`config.mk`:
```
export PLATFORM = sky130hd
export DESIGN_NAME = cla_adder_pipe
export DESIGN_NICKNAME = d
export VERILOG_FILES = /design/src/rtl/cla_adder_pipe_pkg.sv /design/src/rtl/cla_adder_pipe_group_unit.sv /design/src/rtl/cla_adder_pipe.sv
export SDC_FILE = /design/constraint.sdc
export NUM_CORES = 1
export LEC_CHECK = 0
export BUFFER_PORTS_ARGS = -buffer_cell sky130_fd_sc_hd__clkbuf_2
export CAP_MARGIN = 20
export CORE_UTILIZATION = 57
export DETAILED_ROUTE_END_ITERATION = 8
export PLACE_DENSITY = 0.87
export SLEW_MARGIN = 10
export SYNTH_ARGS = -nofsm -noshare
export SYNTH_HDL_FRONTEND = slang
export SYNTH_HIERARCHICAL = 1
export SYNTH_SLANG_ARGS = --single-unit
```
`constraint.sdc`:
```
create_clock -name clk -period 3.43 [get_ports clk]
set_input_delay 0.5145 -clock clk [delete_from_list [all_inputs] [get_ports clk]]
set_output_delay 0.5145 -clock clk [all_outputs]
set_load 0.01 [all_outputs]
```
`src/rtl/cla_adder_pipe_pkg.sv`:
```
// cla_adder_pipe_pkg: shared defaults, group count and flag-bit indices for the CLA adder pipeline.
package cla_adder_pipe_pkg;
    localparam int CLA_WIDTH = 32;
    localparam int CLA_GROUP = 4;
    localparam int NGROUP = CLA_WIDTH / CLA_GROUP;
    typedef enum logic [1:0] {COUT, OVF, ZERO} flag_e;
endpackage

```
`src/rtl/cla_adder_pipe_group_unit.sv`:
```
// cla_group_unit: N-bit lookahead unit returning per-bit carries in, group propagate and group generate.
module cla_group_unit #(
    parameter int N = 4
) (
    input  logic [N-1:0] p,
    input  logic [N-1:0] g,
    input  logic         cin,
    output logic [N-1:0] c,
    output logic         gp,
    output logic         gg
);
    // c[i] uses the prefix P/G of bits below i, so cin never ripples through bits
    always_comb begin
        gg = 1'b0;
        gp = 1'b1;
        c = '0;
        for (int i = 0; i < N; i++) begin
            c[i] = gg | (gp & cin);
            gg = g[i] | (p[i] & gg);
            gp = gp & p[i];
        end
    end
endmodule

```
`src/rtl/cla_adder_pipe.sv`:
```
// cla_adder_pipe: two-stage pipelined two-level carry-lookahead adder/subtractor with flags.
module cla_adder_pipe
    import cla_adder_pipe_pkg::*;
#(
    parameter int WIDTH = CLA_WIDTH,
    parameter int GROUP = CLA_GROUP
) (
    input  logic             clk,
    input  logic             rst_n,
    input  logic             in_valid,
    output logic             in_ready,
    input  logic [WIDTH-1:0] in_a,
    input  logic [WIDTH-1:0] in_b,
    input  logic             in_sub,
    input  logic             in_cin,
    output logic             out_valid,
    input  logic             out_ready,
    output logic [WIDTH-1:0] out_sum,
    output logic             out_cout,
    output logic             out_ovf,
    output logic             out_zero
);
    localparam int NG = WIDTH / GROUP;

    logic [WIDTH-1:0] b_x, p1, g1, unused_c1;
    logic [NG-1:0]    gp1, gg1;
    logic [WIDTH-1:0] s1_p, s1_g;
    logic [NG-1:0]    s1_gp, s1_gg, gc;
    logic             s1_c0, s1_valid, tp, tg;
    logic [WIDTH-1:0] cb, sum;
    logic             cout, ovf, zero;
    logic [2:0]       flags;
    logic             s2_ready, adv, acc;

    assign s2_ready = !out_valid | out_ready;
    assign adv = s1_valid & s2_ready;
    assign in_ready = !s1_valid | s2_ready;
    assign acc = in_valid & in_ready;

    assign b_x = in_sub ? ~in_b : in_b;
    assign p1 = in_a ^ b_x;
    assign g1 = in_a & b_x;

    for (genvar k = 0; k < NG; k++) begin : g_grp
        cla_group_unit #(.N(GROUP)) u_grp (
            .p   (p1[k*GROUP +: GROUP]),
            .g   (g1[k*GROUP +: GROUP]),
            .cin (1'b0),
            .c   (unused_c1[k*GROUP +: GROUP]),
            .gp  (gp1[k]),
            .gg  (gg1[k])
        );
    end

    always_ff @(posedge clk or negedge rst_n) begin
        if (!rst_n) begin
            s1_p <= '0;
            s1_g <= '0;
            s1_gp <= '0;
            s1_gg <= '0;
            s1_c0 <= 1'b0;
            s1_valid <= 1'b0;
        end else begin
            if (acc) begin
                s1_p <= p1;
                s1_g <= g1;
                s1_gp <= gp1;
                s1_gg <= gg1;
                s1_c0 <= in_sub | in_cin;
            end
            s1_valid <= acc | (s1_valid & ~adv);
        end
    end

    // upper lookahead level over the group P/G yields every group carry at once
    cla_group_unit #(.N(NG)) u_top (
        .p   (s1_gp),
        .g   (s1_gg),
        .cin (s1_c0),
        .c   (gc),
        .gp  (tp),
        .gg  (tg)
    );

    always_comb begin
        cb = '0;
        for (int k = 0; k < NG; k++) begin
            cb[k*GROUP] = gc[k];
            for (int i = 1; i < GROUP; i++)
                cb[k*GROUP+i] = s1_g[k*GROUP+i-1] | (s1_p[k*GROUP+i-1] & cb[k*GROUP+i-1]);
        end
    end

    assign cout = tg | (tp & s1_c0);
    assign sum = s1_p ^ cb;
    assign ovf = cb[WIDTH-1] ^ cout;
    assign zero = ~|sum;

    always_ff @(posedge clk or negedge rst_n) begin
        if (!rst_n) begin
            out_sum <= '0;
            flags <= '0;
            out_valid <= 1'b0;
        end else begin
            if (adv) begin
                out_sum <= sum;
                flags <= {zero, ovf, cout};
            end
            out_valid <= adv | (out_valid & ~out_ready);
        end
    end

    assign out_cout = flags[COUT];
    assign out_ovf = flags[OVF];
    assign out_zero = flags[ZERO];
endmodule

```
==> results of run 1 <==
## area by class of cell
| type | count | share of cell area (%) |
|---|---|---|
| Clock inverter | 7 | 0.713 |
| Timing Repair Buffer | 116 | 9.61 |
| Inverter | 3 | 0.169 |
| Multi-Input combinational cell | 336 | 43.9 |
| Sequential cell | 110 | 41.3 |
| Tap cell | 133 | 2.50 |
| Clock buffer | 9 | 1.86 |
## what timing repair did
action / CTS / global route
buffers inserted: 0 / 3
gates resized for setup: 0 / 6
setup endpoints to repair: 0 / 1
## metrics by stage
stage | setup WS (ns) | instances | power (W) | util [%] | instance area, um^2
floorplan | 0.513 | 466 | 0.00281 | - | 5760
global placement | 0.268 | 694 | 0.00333 | 65.7 | 6420
detailed placement | 0.150 | 695 | 0.00343 | 66.0 | 6450
CTS | 0.115 | 711 | 0.00415 | 67.7 | 6620
global route | 0.00217 | 714 | 0.00440 | 68.2 | 6670
finish | 0.177 | 714 | 0.00415 | 68.2 | 6670
## registers in the layout, summed over array words and instances, names as in the netlist
register / count
s1_gg: 8
s1_gp: 8
s1_g: 24
out_valid: 1
s1_valid: 1
s1_p: 32
out_sum: 32
flags: 3
s1_c0: 1
## power by group
group / switching (W) / internal (W) / total [W]
clock: 0.000448 / 0.000266 / 0.000714
sequential: 0.000247 / 0.00167 / 0.00191
combinational: 0.000779 / 0.000744 / 0.00152
total: 0.00147 / 0.00268 / 0.00415
## worst max-delay path by stage
stage | end | cells past startpoint | start
detailed placement | flags[2]$_DFFE_PN0P_ | 12 | s1_c0$_DFFE_PN0P_
global placement | flags[2]$_DFFE_PN0P_ | 12 | s1_c0$_DFFE_PN0P_
global route | flags[2]$_DFFE_PN0P_ | 12 | s1_c0$_DFFE_PN0P_
floorplan | flags[2]$_DFFE_PN0P_ | 12 | s1_c0$_DFFE_PN0P_
CTS | flags[2]$_DFFE_PN0P_ | 12 | s1_c0$_DFFE_PN0P_
finish | flags[2]$_DFFE_PN0P_ | 12 | s1_c0$_DFFE_PN0P_
## routing by layer
layer | track usage (%) | wire [um] | vias up
met3 | 4.34 | 581 | 14
met4 | 11.1 | 231 | 0
li1 | - | - | 1863
met2 | 41.9 | 6210 | 111
met5 | 0 | 0 | -
met1 | 33.3 | 5440 | 1945
## cell usage in the layout, fill, tap and decap left out, types with 16 or more instances in the layout
master      n
xor2_1     40
mux2_2     96
nand2_1    31
dfrtp_1   110
o21ai_0    20
clkbuf_2  105
ha_1       56
a21oi_1    22
or2_2      16
nor2_1     22
==> run metrics, run 1 <==
status=complete, no violations; Avg Vias per Cell=5.51; critical path launch point type=flop; clock root cell=clkbuf_8; relative slew slack=57.6%; routed wire length=12.5 mm; antenna-violating nets left=0; Post-Syn Area per Cell=12.4 um^2; core area=9770 um^2; max-slew violation count=0; net total in the final layout=702; clk sinks=110; clk buf depth=2; antenna violations before repair=0; drt drc=0; global-route wire length before repair=19.8 mm; 1st-iter DRT viols=202; Port Buffer Count=106; WP data arrival=3.56 ns; Worst-Skew Late Latency=0.38 ns; Placer Congestion=0.817; post-DP HPWL=9.53 mm; RR Endpoint=flags[2]$_DFFE_PN0P_; Leak=3.27 nW; Worst Hold Class=primary input to asynchronous set/reset pin; I/O pin total=107; PD cells=622 nW/um^2; synthesized instance count=466; final period demand of the worst path=3.25 ns; period utilization=94.8%; sequential cell area=2750 um^2; CP Buf/Inv Count=1; Worst-path clk slew=0.10 ns; multi-input logic area=2930 um^2; cell-by-cell trace of the critical path=and3_2, nor2_4, inv_1, ha_1, or2_2, ha_1, or2_2, ha_1, nor4_2, nand4_1, or3_1, o31ai_2; r2r setup slk=0.18 ns; Num CTS Buffers=9; fmax=307 MHz; Ant. Diodes=0; Net Count, Synth=592; vias in the first global route=3,949; final setup fails=0; R2R Path Start=s1_c0$_DFFE_PN0P_; Post-Synthesis Cell Area=5760 um^2; RSZ-0062 raised after global routing=false; Initial Util=58.9%; row cnt=36; Area Growth Syn to Fin=15.7%; die area=10,500 um^2; total global routing overflow=0; Post-CTS Hold Fix Bufs=0; max_cap viols=0; worst-margin pin slew=0.634 ns; # H-tree levels=3; Ys Warns=6; cell count of the worst reg-to-reg path=12; die width=103 um; Fill cells=721; most frequent CP cell=ha_1; worst setup path category=flop to flop; Setup TNS=0 ns; largest net degree at the start of global routing=75; via count=3,933; critical path peak fanout=5; Slowest-stage cell, CP=dfrtp_1; drt wl/cell=17.5 um; CP max stage delay=0.44 ns; Final Hold Fails=0; layout cell share with drive strength beyond 1=44.4%; Req. time, crit path=3.73 ns; hold_ws=0.128 ns; Pre-Repair DR Iteration Count=4; CP delay by family, top=simple AND/OR/NAND/NOR gates; worst clock skew=0.0114 ns; global-route usage over all layers=25.4%; worst vdd ir=354 uV; TritonCTS clock tree=built; Die H=103 um; CP endpoint kind=flop
No activity file was read; power rests on OpenSTA's default activity.
==> run 2: changes to the inputs <==
CORE_UTILIZATION = 41   (was 57)
PLACE_DENSITY = 0.68   (was 0.87)
==> run metrics, run 2 (synthesized netlist as in run 1, its figures left out) <==
Setup WS post-layout=0.162 ns; Port Buffer Count=106; die width=121 um; clk sinks=110; # H-tree levels=3; Avg Vias per Cell=5.05; worst-margin pin slew=0.689 ns; global-route wire length before repair=20.6 mm; largest net degree at the start of global routing=58; Fill cells=1,228; top flop regs=out_sum: 32 flops, s1_p: 32 flops, s1_g: 24 flops; post-DP HPWL=9.69 mm; commonest non-fill, non-tap cells in the layout=dfrtp_1 (110), clkbuf_2 (105), mux2_2 (96); Worst-path clk slew=0.07 ns; row cnt=42; Leak=3.30 nW; Die H=121 um; total global routing overflow=0; CP max stage delay=0.41 ns; worst setup path category=flop to flop; Placer Congestion=0.808; clock root cell=clkbuf_16; final setup fails=0; most common cell after layout, fill and taps aside=dfrtp_1; vias in the first global route=4,072; critical path peak fanout=4; antenna-violating nets left=0; max-slew violation count=0; CP endpoint kind=flop; PD cells=658 nW/um^2; Num CTS Buffers=9; Area Growth Syn to Fin=18.2%; Setup TNS=0 ns; net total in the final layout=696; period utilization=95.3%; relative slew slack=54.1%; worst vdd ir=290 uV; via count=3,791; TritonCTS clock tree=built; clk buf depth=2; Finished Layout Cells=751; Post-Place Cells=735; final period demand of the worst path=3.27 ns; Req. time, crit path=3.69 ns; most frequent CP cell=ha_1; max_cap viols=0; Worst Hold Class=primary input to asynchronous set/reset pin; WP data arrival=3.52 ns; core area=13,500 um^2; Pre-Repair DR Iteration Count=4; Post-CTS Hold Fix Bufs=0; Place WS=0.0834 ns; Worst-Skew Late Latency=0.35 ns; fmax=306 MHz; Ant. Diodes=0; routed wire length=12.4 mm; Slowest-stage cell, CP=dfrtp_1; Initial Util=42.8%; drt wl/cell=16.6 um; antenna violations before repair=0; Post-CTS Repair Setup Buffers=0; layout cell share with drive strength beyond 1=43.3%; critical path launch point type=flop; Final Hold Fails=0; drt drc=0; 1st-iter DRT viols=140; status=complete, no violations; worst clock skew=0.00672 ns; global-route usage over all layers=18.5%; I/O pin total=107; die area=14,500 um^2; cell-by-cell trace of the critical path=a21o_2, o21ai_2, a21oi_1, ha_1, or2_2, ha_1, or2_2, ha_1, nor4_2, nand4_1, or3_1, o31ai_2
-- run 2: changes by cell type in the layout (fill, tap and decap cells not counted), sizes merged --
| cell | change |
|---|---|
| bufinv | +1 |
| clkinv | -2 |
| clkinvlp | -1 |
| inv | -2 |
| clkbuf | +4 |
| buf | -6 |
-- run 2: cell type report --
cell class | count | area (um^2) | area share (%)
Clock inverter | 3 | 42.5 | 0.625
Multi-Input combinational cell | 336 | 2920 | 42.9
Timing Repair Buffer | 110 | 601 | 8.82
Tap cell | 176 | 220 | 3.23
Sequential cell | 110 | 2750 | 40.4
Inverter | 3 | 11.3 | 0.165
Clock buffer | 13 | 260 | 3.82
-- run 2: repair_timing --
action / in CTS / in global routing
setup endpoints to repair: 0 / 1
endpoints found under the hold margin: 0 / 0
gates resized for setup: 0 / 4
-- run 2: critical path: cells and delay by family, from the launching register on --
| kind | cells | cell delay (ns) |
|---|---|---|
| compound gates | 4 | 0.84 |
| simple gates | 5 | 1.28 |
| fa+ha+maj | 3 | 0.65 |
| flops | 1 | 0.41 |
-- run 2: routing by layer --
layer  routed length (um)  global-route usage [%]
met1                 6020                    25.1
met2                 5680                    29.2
met3                  512                    4.48
met4                  228                    5.63
met5                    0                       0
-- run 2: metrics by stage --
stage          total power (W)  area (um^2)  hold slack [ns]  utilization (%)
6_report               0.00448         6810            0.199             50.6
4_1_cts                0.00451         6790            0.225             50.4
3_5_place_dp           0.00343         6480            0.477             48.2
5_1_grt                0.00476         6810            0.264             50.6
2_1_floorplan          0.00281         5760            0.219                -
3_3_place_gp           0.00337         6480            0.471             48.2
-- run 2: path summary, 6_finish.rpt --
check,from,endpoint,slack [ns],cells after the start
max,s1_gp[1]$_DFFE_PN0P_,flags[2]$_DFFE_PN0P_,0.16,12
min,rst_n,s1_g[26]$_DFFE_PN0P_,0.20,1
max reg2reg,s1_gp[1]$_DFFE_PN0P_,flags[2]$_DFFE_PN0P_,0.16,12
min reg2reg,out_sum[7]$_DFFE_PN0P_,out_sum[7]$_DFFE_PN0P_,0.49,2
max in group asynchronous,rst_n,s1_p[10]$_DFFE_PN0P_,2.48,2
min in group clk,in_valid,s1_valid$_DFF_PN0_,0.38,2
-- run 2: report_power, final --
| group | switching (W) | leakage [nW] | internal [W] | total, W |
|---|---|---|---|---|
| sequential | 0.000254 | 1.34 | 0.00167 | 0.00192 |
| clock | 0.000453 | 0.146 | 0.000606 | 0.00106 |
| combinational | 0.000763 | 1.81 | 0.000737 | 0.00150 |
==> run 3: changes to the inputs <==
==> constraint.sdc (replaced) <==
create_clock -name clk -period 3.43 [get_ports clk]
set_input_delay 0.686 -clock clk [delete_from_list [all_inputs] [get_ports clk]]
set_output_delay 0.686 -clock clk [all_outputs]
set_load 0.01 [all_outputs]
==> run metrics, run 3 (synthesized netlist as in run 1, its figures left out) <==
hold_ws=0.432 ns; final setup fails=0; combinational power share=32.9%; total global routing overflow=0; R2R Path Start=s1_c0$_DFFE_PN0P_; Slowest-stage cell, CP=dfrtp_1; Initial Util=42.8%; PD cells=657 nW/um^2; # H-tree levels=3; CP Buf/Inv Count=0; vias in the first global route=3,989; Fill cells=1,212; status=complete, no violations; Post-CTS Hold Fix Bufs=0; most common cell after layout, fill and taps aside=dfrtp_1; max_cap viols=0; Setup TNS=0 ns; commonest non-fill, non-tap cells in the layout=dfrtp_1 (110), clkbuf_2 (105), mux2_2 (96); Worst Hold Class=primary input to asynchronous set/reset pin; Area Growth Syn to Fin=18.3%; clk sinks=110; worst-margin pin slew=0.801 ns; worst vdd ir=311 uV; drt drc=0; fmax=307 MHz; Finished Cell Area=6820 um^2; global-route usage over all layers=17.9%; Worst Setup SP=s1_c0$_DFFE_PN0P_; final period demand of the worst path=3.26 ns; cell-by-cell trace of the critical path=and3_1, o21ai_2, a21oi_1, ha_1, or2_2, ha_1, or2_2, ha_1, nor4_2, nand4_1, or3_1, o31ai_1; Worst-Skew Late Latency=0.34 ns; die width=121 um; relative slew slack=46.6%; TritonCTS clock tree=built; Num CTS Buffers=9; placed cell areas=6500 um^2; Req. time, crit path=3.68 ns; Placer Congestion=0.780; switch share=32.7%; die area=14,500 um^2; Worst-path clk slew=0.07 ns; I/O pin total=107; P_int=0.00301 W; CTS resizes=0; RR Endpoint=flags[2]$_DFFE_PN0P_; Final Hold Fails=0; via count=3,806; critical path peak fanout=5; antenna violations before repair=0; routed wire length=12.1 mm; r2r setup slk=0.17 ns; RSZ-0062 raised after global routing=false; Pre-Repair DR Iteration Count=4; net switching power=0.00146 W; most frequent CP cell=ha_1; antenna-violating nets left=0; global-route wire length before repair=20.1 mm; worst setup path category=flop to flop; CP delay by family, top=simple AND/OR/NAND/NOR gates; Leak=3.31 nW; critical path launch point type=flop; period utilization=95.1%; Ant. Diodes=0; clk buf depth=2; WP data arrival=3.51 ns; Port Buffer Count=106; net total in the final layout=698; top flop regs=out_sum: 32 flops, s1_p: 32 flops, s1_g: 24 flops; layout cell share with drive strength beyond 1=43.5%; Avg Vias per Cell=5.05; cell count of the worst reg-to-reg path=12; drt wl/cell=16.0 um; Seq pwr share=42.8%; Die H=121 um; clock root cell=clkbuf_16; Clock Power Share=24.2%; CP endpoint kind=flop; max-slew violation count=0; worst clock skew=0.0128 ns; largest net degree at the start of global routing=63; CP max stage delay=0.43 ns; post-DP HPWL=9.38 mm; 1st-iter DRT viols=142; core area=13,500 um^2; Post-CTS Repair Setup Buffers=0; row cnt=42
## run 3: cell types whose count changed in the layout (fill, tap and decap cells not counted)
cell / change
buf_4: +2
inv_6: +2
clkinv_2: -1
clkinv_4: +1
o31ai_1: +1
o31ai_2: -1
nor4_4: -1
nor4_1: +1
clkbuf_1: -2
## run 3: power groups by stage
stage	combinational, W	sequential (W)	clock, W
after floorplan	0.000850	0.00196	0
after CTS	0.00150	0.00192	0.00111
after detailed placement	0.00148	0.00194	0
final	0.00147	0.00192	0.00109
after global placement	0.00145	0.00192	0
after global routing	0.00164	0.00196	0.00116
## run 3: metal layers
metal	track usage [%]	vias to the layer above	wire length [um]
li1	-	1854	-
met1	25.2	1849	5800
met2	28.4	96	5520
met3	3.25	7	612
met4	4.63	0	152
met5	0	-	0
## run 3: worst max-delay path by stage
stage	end	slack (ns)	cells after the start
final	flags[2]$_DFFE_PN0P_	0.17	12
after global routing	flags[2]$_DFFE_PN0P_	0.04	12
after CTS	flags[2]$_DFFE_PN0P_	0.17	12
after detailed placement	flags[2]$_DFFE_PN0P_	0.20	12
after global placement	flags[2]$_DFFE_PN0P_	0.25	12
after floorplan	flags[2]$_DFFE_PN0P_	0.51	12
## run 3: metrics by stage
| step | cells | utilization, % | total power [W] | setup WS [ns] |
|---|---|---|---|---|
| 2_1_floorplan | 466 | - | 0.00281 | 0.513 |
| 3_3_place_gp | 737 | 48.3 | 0.00338 | 0.246 |
| 3_5_place_dp | 737 | 48.3 | 0.00342 | 0.196 |
| 4_1_cts | 753 | 50.7 | 0.00452 | 0.166 |
| 5_1_grt | 753 | 50.7 | 0.00477 | 0.0364 |
| 6_report | 753 | 50.7 | 0.00448 | 0.170 |
## run 3: area by class of cell
type                    count  area [um^2]  share of cell area [%]
repair buffers            112          616                    9.03
flip-flops and latches    110         2750                    40.4
clock buffers              11          253                    3.71
inverters                   3         11.3                   0.165
well taps                 176          220                    3.23
multi-input cells         336         2900                    42.6
clock inverters             5         63.8                   0.936
